--- src/rtl/sync_fifo_prog.sv ---
// rtl/sync_fifo_prog.sv - single-clock FIFO with standard/FWFT read, thresholds and sticky errors
// Pointers carry one extra wrap bit so all DEPTH entries are usable.
module sync_fifo_prog #(
   parameter int DEPTH = 64,
   parameter int WIDTH = 8,
   parameter int FWFT  = 0,
   localparam int AW   = $clog2(DEPTH)
) (
   input  logic             i_clk,
   input  logic             i_rst,
   input  logic             i_wr_en,
   input  logic [WIDTH-1:0] i_wr_data,
   input  logic             i_rd_en,
   input  logic [AW:0]      i_almost_full_lim,
   input  logic [AW:0]      i_almost_empty_lim,
   input  logic             i_clr_err,
   output logic [WIDTH-1:0] o_rd_data,
   output logic             o_rd_valid,
   output logic             o_full,
   output logic             o_empty,
   output logic             o_almost_full,
   output logic             o_almost_empty,
   output logic [AW:0]      o_count,
   output logic             o_overflow,
   output logic             o_underflow
);

   logic [WIDTH-1:0] mem [DEPTH];
   logic [AW:0]      wr_ptr_q, wr_ptr_d;
   logic [AW:0]      rd_ptr_q, rd_ptr_d;
   logic             ovf_q, ovf_d;
   logic             unf_q, unf_d;
   logic [AW:0]      count;
   logic             full, empty, wa, ra;

   // Status is a pure decode of the registered pointers.
   always_comb begin
      count = wr_ptr_q - rd_ptr_q;
      full  = (wr_ptr_q[AW] != rd_ptr_q[AW]) && (wr_ptr_q[AW-1:0] == rd_ptr_q[AW-1:0]);
      empty = (wr_ptr_q == rd_ptr_q);
      wa    = i_wr_en & ~full;
      ra    = i_rd_en & ~empty;
   end

   always_comb begin
      wr_ptr_d = wr_ptr_q;
      rd_ptr_d = rd_ptr_q;
      if (wa) wr_ptr_d = wr_ptr_q + 1'b1;
      if (ra) rd_ptr_d = rd_ptr_q + 1'b1;
      ovf_d = (ovf_q & ~i_clr_err) | (i_wr_en & full);
      unf_d = (unf_q & ~i_clr_err) | (i_rd_en & empty);
   end

   always_ff @(posedge i_clk or posedge i_rst) begin
      if (i_rst) begin
         wr_ptr_q <= '0;
         rd_ptr_q <= '0;
         ovf_q    <= 1'b0;
         unf_q    <= 1'b0;
      end else begin
         wr_ptr_q <= wr_ptr_d;
         rd_ptr_q <= rd_ptr_d;
         ovf_q    <= ovf_d;
         unf_q    <= unf_d;
      end
   end

   // Storage is not reset; writes are blocked while reset is held.
   always_ff @(posedge i_clk) begin
      if (wa && !i_rst) mem[wr_ptr_q[AW-1:0]] <= i_wr_data;
   end

   generate
      if (FWFT != 0) begin : g_fwft
         assign o_rd_data  = mem[rd_ptr_q[AW-1:0]];
         assign o_rd_valid = ~empty;
      end else begin : g_std
         logic [WIDTH-1:0] rd_data_q, rd_data_d;
         logic             rd_valid_q, rd_valid_d;

         always_comb begin
            rd_data_d  = rd_data_q;
            rd_valid_d = ra;
            if (ra) rd_data_d = mem[rd_ptr_q[AW-1:0]];
         end

         always_ff @(posedge i_clk or posedge i_rst) begin
            if (i_rst) begin
               rd_data_q  <= '0;
               rd_valid_q <= 1'b0;
            end else begin
               rd_data_q  <= rd_data_d;
               rd_valid_q <= rd_valid_d;
            end
         end

         assign o_rd_data  = rd_data_q;
         assign o_rd_valid = rd_valid_q;
      end
   endgenerate

   assign o_count        = count;
   assign o_full         = full;
   assign o_empty        = empty;
   assign o_almost_full  = (count >= i_almost_full_lim);
   assign o_almost_empty = (count <= i_almost_empty_lim);
   assign o_overflow     = ovf_q;
   assign o_underflow    = unf_q;

endmodule

--- config.mk ---
export PLATFORM = sky130hd
export DESIGN_NAME = sync_fifo_prog
export DESIGN_NICKNAME = d
export VERILOG_FILES = /design/src/rtl/sync_fifo_prog.sv
export SDC_FILE = /design/constraint.sdc
export NUM_CORES = 1
export LEC_CHECK = 0
export ABC_AREA = 1
export BUFFER_PORTS_ARGS = -buffer_cell sky130_fd_sc_hd__buf_2
export CORE_MARGIN = 4
export CORE_UTILIZATION = 30
export CTS_BUF_LIST = sky130_fd_sc_hd__clkbuf_4 sky130_fd_sc_hd__clkbuf_8 sky130_fd_sc_hd__clkbuf_16
export DETAILED_ROUTE_END_ITERATION = 8
export GPL_TIMING_DRIVEN = 0
export HOLD_SLACK_MARGIN = 0.03
export PLACE_DENSITY = 0.54
export SETUP_SLACK_MARGIN = 0.05
export SLEW_MARGIN = 20
export SYNTH_ARGS = -nofsm -noshare
export SYNTH_HDL_FRONTEND = slang
export SYNTH_SLANG_ARGS = --single-unit
--- constraint.sdc ---
create_clock -name i_clk -period 3.55 [get_ports i_clk]
set_input_delay 0 -clock i_clk [delete_from_list [all_inputs] [get_ports i_clk]]
set_output_delay 0 -clock i_clk [all_outputs]
set_load 0.02 [all_outputs]
==> results.toml, run 1 <==
[detailed_routing]
first_iter_violations = 1687
drc = 0
avgViaCountPerCell = 4.76
wl_um = 68700
first_pass_iters = 5
vias = 16000
ant_nets = 0
wl_per_cell_um = 20.4

[setup_path]
path_buf_inv = 1
path_delay_family = "adder cells"
r2r_cells = 9
crit_chain = "ha_1 -> fa_1 -> o21ai_2 -> a21oi_1 -> nor2_1 -> nor2_1 -> xor2_2 -> ha_1 -> nand4_1 -> o221ai_1 -> o21ai_0 -> buf_2"
path_class = "reg -> out"
cp.arrival_ns = 3.31
start_kind = "flop"
cp.depth = 12
r2r_slack_ns = 0.28
endpoint_kind = "output port"
rr_endpoint = "mem[9][4]"
r2r_start = "rd_ptr_q[5]"
slowest_stage = "dfrtp_1"
critPathMaxStageDelay_ns = 0.50
critPathMaxFanout = 4
crit_required_ns = 3.55

[cts]
clkTransAtPathRegs_ns = 0.06
cts_buffers = 56
htreeDepth = 2
cts_tree = "done"
cts.sink_count = 537
clk_path_buf_depth = 3
worstSkewPairLatency_ns = 0.62
cts_root_buf = "clkbuf_16"

[grt]
grt_max_degree = 65
antenna_found_initial = 0
grt_use_total_pct = 16.5
grt-ovfl-total = 0
grt_pass1_wl_um = 100000
grt_pass1_vias = 15700

[floorplanning]
die_area_sq_mm = 0.0823
die_h_um = 287
start_util_pct = 30.5
core_area_sq_mm = 0.0765
rows = 101
io_pins = 49
die_w_um = 287

[cells_and_area]
finalNetCount = 2343
fill_cells = 7550
instances_no_fill = 3366
final_util_pct = 35.4
final_area_sq_mm = 0.0270
antennaDiodeCount = 0
syn_to_final_growth_pct = 15.9
drive_gt1_share_pct = 12.4

[sta]
hold_viol_final = 0
skew_ns = 0.0164
fin_crit_sh_pct = 93.2
finalSetupViolations = 0
maxSlewHeadroom_pct = 42.8
maxSlewViolCount = 0
holdWs_ns = 0.0439
clock.fmax_mhz = 302
tns_ns = 0
fin_crit_ns = 3.31
worstMarginPinSlew_ns = 0.859
rsz0062_at_grt = "no"
postLayoutSetupSlackWorst_ns = 0.241

[synth]
synth.avg_cell_area_sq_um = 10.7
ys_ff_latch = 537
synth_ff_type = "edfxtp_1"
netlist_instances = 2171
synth_edf_count = 512
ys_seq_area_share_pct = 68.6
yosys-top-cells-area = "edfxtp_1, nand2_1, nand3_1"
synthTopCellsByCount = "nand2_1, edfxtp_1, nand3_1"
synth_top_area_share_pct = 65.9
yosysMostFrequentCell = "nand2_1"
syn-num-nets = 2221
async_flop_share_pct = 4.66
synth_warnings = 0
yosys.area.top_type = "edfxtp_1"
synth_area_sq_mm = 0.0233
yosysUniqueCellTypes = 30

[min_path]
min_from = "i_wr_data[4]"
hp-class = "in -> reg"
holdPathEnd = "mem[55][4]"
hold_depth = 1

[power]
p_leak_nw = 10.5
power_mw = 22.0
irDropWorstVdd_uv = 414
powerDensity_mw_per_mm2 = 813

[placement]
placed_area_sq_mm = 0.0250
dp_hpwl_um = 48400
dp_cells = 3255
dpl_worst_slack_ns = -0.332
io_buffers = 48
place.gp.congestion = 0.876

[job]
max_cap_viol_count = 0

[outcome]
outcome = "finished clean"
## per-layer routing
metal	GRT usage, %	up-vias	wire length (um)
met2	26.4	609	31300
met5	0	-	0
met4	6.54	0	2540
met3	3.09	120	5140
li1	-	7497	-
met1	22.2	7780	29800
## cells in the final DEF, fill, tap and decap left out, types with 11 or more instances in the layout
cell type      netlist  layout
nor2_2               0      47
xor2_1              13      11
edfxtp_1           512     512
clkbuf_4             0      14
a21oi_1             43      42
dfrtp_1             25      22
nor2_1             153     106
clkbuf_1            29      26
nand2_1            736     736
o211ai_1            24      24
buf_4                9      19
clkinv_1             3      17
nand3_1            281     281
buf_2               58      96
inv_1              197     195
o21ai_0             25      23
clkbuf_16            0      57
dlygate4sd3_1        0      12
ha_1                22      22
## power breakdown
| group | switching (mW) | internal [mW] |
|---|---|---|
| Combinational | 6.48 | 2.54 |
| Sequential | 0.205 | 7.17 |
| Clock | 2.38 | 3.18 |
| Total | 9.07 | 12.9 |
## layout make-up
type	count	area [sq um]	share of cell area, %
plain buffers	103	563	2.08
clock buffers	71	1530	5.67
clock inverters	30	191	0.708
inverters	205	793	2.94
multi-input cells	1321	6120	22.6
flip-flops and latches	537	16000	59.2
well taps	1030	1290	4.77
repair buffers	69	538	1.99
## cell families after synthesis
family	count (synthesis)	synth area share (%)
AND/OR/NAND/NOR	1185	21.4
XOR/XNOR	17	0.639
adder cells (fa/ha/maj)	23	1.27
buffers and inverters	313	5.75
flip-flops	537	68.6
AO/OA/AOI/OAI	96	2.36
## what timing repair did
item / CTS / global route
gates resized for setup: 59 / 11
endpoints found under the hold margin: 282 / 0
buffers inserted: 0 / 3
setup endpoints to repair: 514 / 287
hold buffers: 12 / 0
pin swaps: 1 / 1
## sequential cells by signal, indices dropped and copies added, names as in the netlist
name and flops:
o_overflow 1, o_underflow 1, mem 512, wr_ptr_q 7
o_rd_data 8, o_rd_valid 1, rd_ptr_q 7
## how the worst max path moves through the flow
stage | slack [ns] | from | end
finish | 0.24 | rd_ptr_q[0] | o_almost_empty
global route | 0.03 | rd_ptr_q[0] | o_almost_empty
CTS | -0.007 | wr_ptr_q[1] | o_almost_empty
detailed placement | -0.33 | rd_ptr_q[1] | mem[58][1]
global placement | -0.26 | rd_ptr_q[1] | mem[59][2]
floorplan | 0.42 | wr_ptr_q[0] | o_almost_empty
(Power assumes the default switching activity.)
==> inputs of run 2 (changes only) <==
ABC_AREA = not set   (was 1)
==> run 2 against run 1 <==
  * Final area decreased by 5.0%
  * Setup slack got worse by 0.014 ns
  * Sequential cell count unchanged
  * Critical path depth increased by 4
  * Combinational power decreased by 22%
  * First-iteration DRC count decreased by 56%
  * Routed wire length decreased by 25%
==> results.toml, run 2 <==
[detailed_routing]
avgViaCountPerCell = 4.90
ant_nets = 0
wl_per_cell_um = 23.0
first_pass_iters = 5
vias = 11000
drc = 0
first_iter_violations = 744
wl_um = 51500

[cts]
htreeDepth = 2
worstSkewPairLatency_ns = 0.59
cts.sink_count = 537
clk_path_buf_depth = 3
cts_tree = "done"
cts_buffers = 54
cts_root_buf = "clkbuf_16"
clkTransAtPathRegs_ns = 0.06

[sta]
fin_crit_ns = 3.32
maxSlewViolCount = 0
skew_ns = 0.0160
maxSlewHeadroom_pct = 32.4
hold_viol_final = 0
worstMarginPinSlew_ns = 1.01
fin_crit_sh_pct = 93.6
rsz0062_at_grt = "no"
finalSetupViolations = 0
clock.fmax_mhz = 301

[synth]
synth_warnings = 0
yosysUniqueCellTypes = 41
ys_seq_area_share_pct = 74.8
synth_edf_count = 512
async_flop_share_pct = 4.66
synth_ff_type = "edfxtp_1"
yosys.area.top_type = "edfxtp_1"
netlist_instances = 1115
synth.avg_cell_area_sq_um = 19.2
synthTopCellsByCount = "edfxtp_1, mux4_2, nor2_1"
synth_top_area_share_pct = 71.9
yosysMostFrequentCell = "edfxtp_1"
ys_ff_latch = 537
yosys-top-cells-area = "edfxtp_1, mux4_2, dfrtp_1"
syn-num-nets = 1165
synth_area_sq_mm = 0.0214

[setup_path]
crit_path_start = "rd_ptr_q[1]"
r2r_start = "rd_ptr_q[4]"
crit_chain = "buf_8 -> inv_2 -> buf_12 -> ha_1 -> nor2b_1 -> o21ai_1 -> nand2b_1 -> a21o_1 -> a21oi_2 -> xnor2_2 -> ha_1 -> nor2b_1 -> o21ai_1 -> o21ai_1 -> o22ai_1 -> buf_4"
path_buf_inv = 4
critPathMaxStageDelay_ns = 0.42
slowest_stage = "dfrtp_2"
path_class = "reg -> out"
path_delay_family = "compound AO/OA/AOI/OAI gates"
cp.arrival_ns = 3.32
crit_required_ns = 3.55
endpoint_kind = "output port"
start_kind = "flop"
critPathMaxFanout = 3
cpMostUsedCell = "o21ai_1"

[outcome]
outcome = "finished clean"

[floorplanning]
die_area_sq_mm = 0.0756
die_w_um = 275
rows = 97
core_area_sq_mm = 0.0704
start_util_pct = 30.4
io_pins = 49
die_h_um = 275

[grt]
antenna_found_initial = 1
grt_pass1_vias = 11200
grt_pass1_wl_um = 75200
grt-ovfl-total = 0
grt_use_total_pct = 13.5
grt_max_degree = 65

[job]
max_cap_viol_count = 0

[power]
power_mw = 20.0
p_sw_share_pct = 33.7
powerDensity_mw_per_mm2 = 780
comb_power_share_pct = 35.3
irDropWorstVdd_uv = 768
p_leak_nw = 8.32
power_frac_seq_pct = 36.7
power.internal_mw = 13.3
clkPwrFrac_pct = 28.0
p_sw_mw = 6.75

[cells_and_area]
largest_reg_flops = 512
layout_common_cells = "edfxtp_1, mux4_2, nor2_4"
drive_gt1_share_pct = 30.5
final_area_sq_mm = 0.0257
antennaDiodeCount = 0
finalNetCount = 1311
syn_to_final_growth_pct = 20.0
mostFrequentLayoutCell = "edfxtp_1"

[min_path]
hp-class = "in -> reg"
min_from = "i_wr_data[4]"

[placement]
dp_hpwl_um = 32100
io_buffers = 48
place.gp.congestion = 0.806
placed_area_sq_mm = 0.0228
## run 2: what timing repair did
item / in CTS / in global routing
hold buffers: 9 / 3
gates resized for setup: 161 / 7
endpoints found under the hold margin: 235 / 87
cloned: 0 / 0
setup buffers: 24 / 10
pin swaps: 22 / 12
endpoints found under the setup margin: 526 / 13
## run 2: logic make-up after synthesis
kind of cell	after synthesis	share of synthesized area, %
DFF	537	74.8
muxes	160	13.6
and+or+nand+nor	158	3.31
AOI/OAI and AO/OA	136	4.19
buffers and inverters	83	1.95
adders and majority gates	23	1.38
xor gates and xnor gates	18	0.772
## run 2: path summary, 6_finish.rpt
kind / endpoint / slack [ns] / cells past startpoint
worst max-delay path: o_almost_empty / 0.23 / 16
worst min-delay path: mem[37][4] / 0.03 / 1
worst max register to register: mem[30][2] / 0.26 / 9
worst min register to register: rd_ptr_q[5] / 0.51 / 1
max in group asynchronous: wr_ptr_q[1] / 2.92 / 3
min in group asynchronous: o_rd_data[3] / 0.13 / 3
## run 2: cell type report
cell class,count,area [sq um]
timing repair buffer,94,738
buffer,50,335
sequential,537,16000
inverter,29,114
clock inverter,28,245
tap,940,1180
multi-input combinational,495,5540
fill,6532,44700
clock buffer,70,1510
## run 2: power by group through the flow
| stage | Sequential (mW) | Combinational, mW | Clock [mW] |
|---|---|---|---|
| after floorplan | 7.45 | 4.36 | 0 |
| after CTS | 7.36 | 6.97 | 5.71 |
| after global routing | 7.37 | 7.58 | 6.00 |
| final | 7.35 | 7.07 | 5.60 |
| after global placement | 7.46 | 6.46 | 0 |
| after detailed placement | 7.46 | 6.52 | 0 |
## run 2: per-stage QoR
| stage | hold WS, ns | utilization [%] | TNS (ns) | setup slack [ns] | cells |
|---|---|---|---|---|---|
| floorplan | 0.0446 | - | 0 | 0.126 | 1115 |
| global placement | 0.205 | 32.4 | -382.12 | -0.985 | 2103 |
| detailed placement | 0.201 | 32.4 | -358.71 | -0.849 | 2103 |
| CTS | 0.0374 | 36.3 | -0.0164 | -0.0164 | 2231 |
| global route | 0.0389 | 36.5 | 0 | 0.0278 | 2243 |
| finish | 0.0331 | 36.5 | 0 | 0.227 | 2243 |
## run 2: routing by layer
layer / global-route usage [%] / share of wire [%]
met1: 18.6 / 44
met2: 21.9 / 48
met3: 2.84 / 6.1
met4: 3.69 / 2.5
met5: 0 / 0
## run 2: worst reg2reg max path: stages (launching register included)
cell and delay, ns:
dfrtp_2 0.49, clkinv_2 0.34, ha_1 0.49, nand4_1 0.21, nor3b_2 0.09, nor2b_1 0.13, buf_2 0.21, and3_4 0.29
nand3_4 0.33, nor2_4 0.39
==> inputs of run 3 (changes only) <==
PLACE_DENSITY = not set   (was 0.54)
==> run 3 against run 2 <==
  * Count of clock-buffer cells in the layout is 2 higher
  * Die area unchanged
  * Fmax shrank 0.62%
  * Total power shrank 0.43%
  * Register-to-register slack better by 0.06 ns
  * Routed wire length decreased by 2.4%
  * Final area fell by 0.60%
  * Clock power down 0.7%
  * Critical path type unchanged
  * Critical endpoint is now o_almost_full
  * Largest cell class unchanged
  * Highest routed layer unchanged
==> results.toml, run 3 (same netlist as run 2, synthesis figures left out) <==
[detailed_routing]
vias = 11000
wl_um = 50300
avgViaCountPerCell = 4.95
first_iter_violations = 938
first_pass_iters = 5
wl_per_cell_um = 22.6
ant_nets = 0
drc = 0

[floorplanning]
start_util_pct = 30.4
die_h_um = 275
rows = 97
die_area_sq_mm = 0.0756
die_w_um = 275
core_area_sq_mm = 0.0704
io_pins = 49

[cts]
cts_root_buf = "clkbuf_16"
cts_tree = "done"
cts_buffers = 53
clk_path_buf_depth = 3
clkTransAtPathRegs_ns = 0.06
worstSkewPairLatency_ns = 0.59
htreeDepth = 2
cts.sink_count = 537

[sta]
fin_crit_ns = 3.34
hold_viol_final = 0
finalSetupViolations = 0
tns_ns = 0
rsz0062_at_grt = "no"
worstMarginPinSlew_ns = 0.976
skew_ns = 0.0183
clock.fmax_mhz = 299
fin_crit_sh_pct = 94.2
maxSlewViolCount = 0
maxSlewHeadroom_pct = 34.9

[power]
irDropWorstVdd_uv = 939
power_mw = 19.9
p_leak_nw = 8.25
powerDensity_mw_per_mm2 = 782

[cells_and_area]
fill_cells = 6546
largest_reg_flops = 512
mostFrequentLayoutCell = "edfxtp_1"
drive_gt1_share_pct = 29.3
layout_common_cells = "edfxtp_1, mux4_2, nor2_4"
syn_to_final_growth_pct = 19.3
finalNetCount = 1296
antennaDiodeCount = 0
instances_no_fill = 2228

[grt]
grt_use_total_pct = 13.2
grt_pass1_wl_um = 73900
grt_max_degree = 65
antenna_found_initial = 1
grt_pass1_vias = 11100
grt-ovfl-total = 0

[min_path]
hp-class = "in -> async"

[setup_path]
r2r_cells = 9
crit_required_ns = 3.55
cp.arrival_ns = 3.34
critPathMaxFanout = 12
r2r_slack_ns = 0.32
slowest_stage = "dfrtp_1"
start_kind = "flop"
path_buf_inv = 5
path_delay_family = "compound AO/OA/AOI/OAI gates"
crit_chain = "buf_6 -> buf_12 -> clkinvlp_4 -> ha_4 -> a21o_1 -> a21oi_4 -> o21bai_1 -> a21oi_1 -> xor2_1 -> buf_4 -> ha_1 -> a21oi_1 -> o21ai_1 -> buf_4"
r2r_start = "rd_ptr_q[4]"
rr_endpoint = "mem[55][1]"
critPathMaxStageDelay_ns = 0.34
endpoint_kind = "output port"
path_class = "reg -> out"

[job]
max_cap_viol_count = 0

[placement]
dp_hpwl_um = 31700
place.gp.congestion = 0.814
io_buffers = 48
dp_cells = 2103

[outcome]
outcome = "finished clean"
## run 3: changes by cell type in the layout (fill, tap and decap cells not counted), moves of 2 or more
cell,change
clkinv_2,-3
clkinvlp_4,-4
clkinv_1,+2
buf_4,-11
a21oi_2,-2
buf_12,-3
clkbuf_4,+3
## run 3: layout make-up
class / instances / area [sq um] / area share, %
sequential: 537 / 16000 / 62.7
tap: 940 / 1180 / 4.61
clock inverter: 25 / 221 / 0.868
buffer: 50 / 335 / 1.31
multi-input combinational: 495 / 5540 / 21.7
timing repair buffer: 80 / 601 / 2.35
inverter: 29 / 115 / 0.451
clock buffer: 72 / 1520 / 5.94
## run 3: metrics by stage
stage | instance area, sq um | setup WS, ns | utilization, % | hold WS, ns
after global routing | 25500 | 0.0110 | 36.2 | 0.200
after CTS | 25400 | 0.0562 | 36.1 | 0.122
after detailed placement | 22800 | -0.855 | 32.4 | 0.209
after floorplan | 21400 | 0.126 | - | 0.0446
after global placement | 22800 | -0.909 | 32.4 | 0.210
final | 25500 | 0.206 | 36.2 | 0.142
## run 3: worst max path at each step
stage	from	to	slack, ns	cells past startpoint
after floorplan	rd_ptr_q[1]	o_almost_empty	0.13	16
after global placement	rd_ptr_q[1]	mem[31][0]	-0.91	11
after detailed placement	rd_ptr_q[1]	mem[39][3]	-0.85	12
after CTS	rd_ptr_q[2]	o_almost_empty	0.06	15
after global routing	rd_ptr_q[2]	o_almost_empty	0.01	14
final	rd_ptr_q[2]	o_almost_full	0.21	14
## run 3: timing repair
item                                    CTS  global route
hold buffers                             10             3
endpoints found under the hold margin   294           102
endpoints found under the setup margin  526           450
resized for setup                       158            12
pin swaps                                15             5
setup buffers                            15             4
## run 3: power breakdown
part / switching [mW] / total (mW) / internal (mW) / leakage, nW
Clock: 2.28 / 5.56 / 3.27 / 0.871
Sequential: 0.186 / 7.36 / 7.18 / 4.91
Combinational: 4.21 / 7.02 / 2.81 / 2.47
Total: 6.68 / 19.9 / 13.3 / 8.25
## run 3: metal layers
metal  track usage [%]  vias up  routed length [um]
met4              3.80        0                1120
met2              21.0      446               24000
met5                 0        -                   0
li1                  -     4794                   -
met3              2.05       74                3520
met1              18.9     5725               21600
## run 3: worst min-delay path: cells and delay by family
| kind | cells | cell delay, ns |
|---|---|---|
| buffers and inverters | 3 | 1.22 |
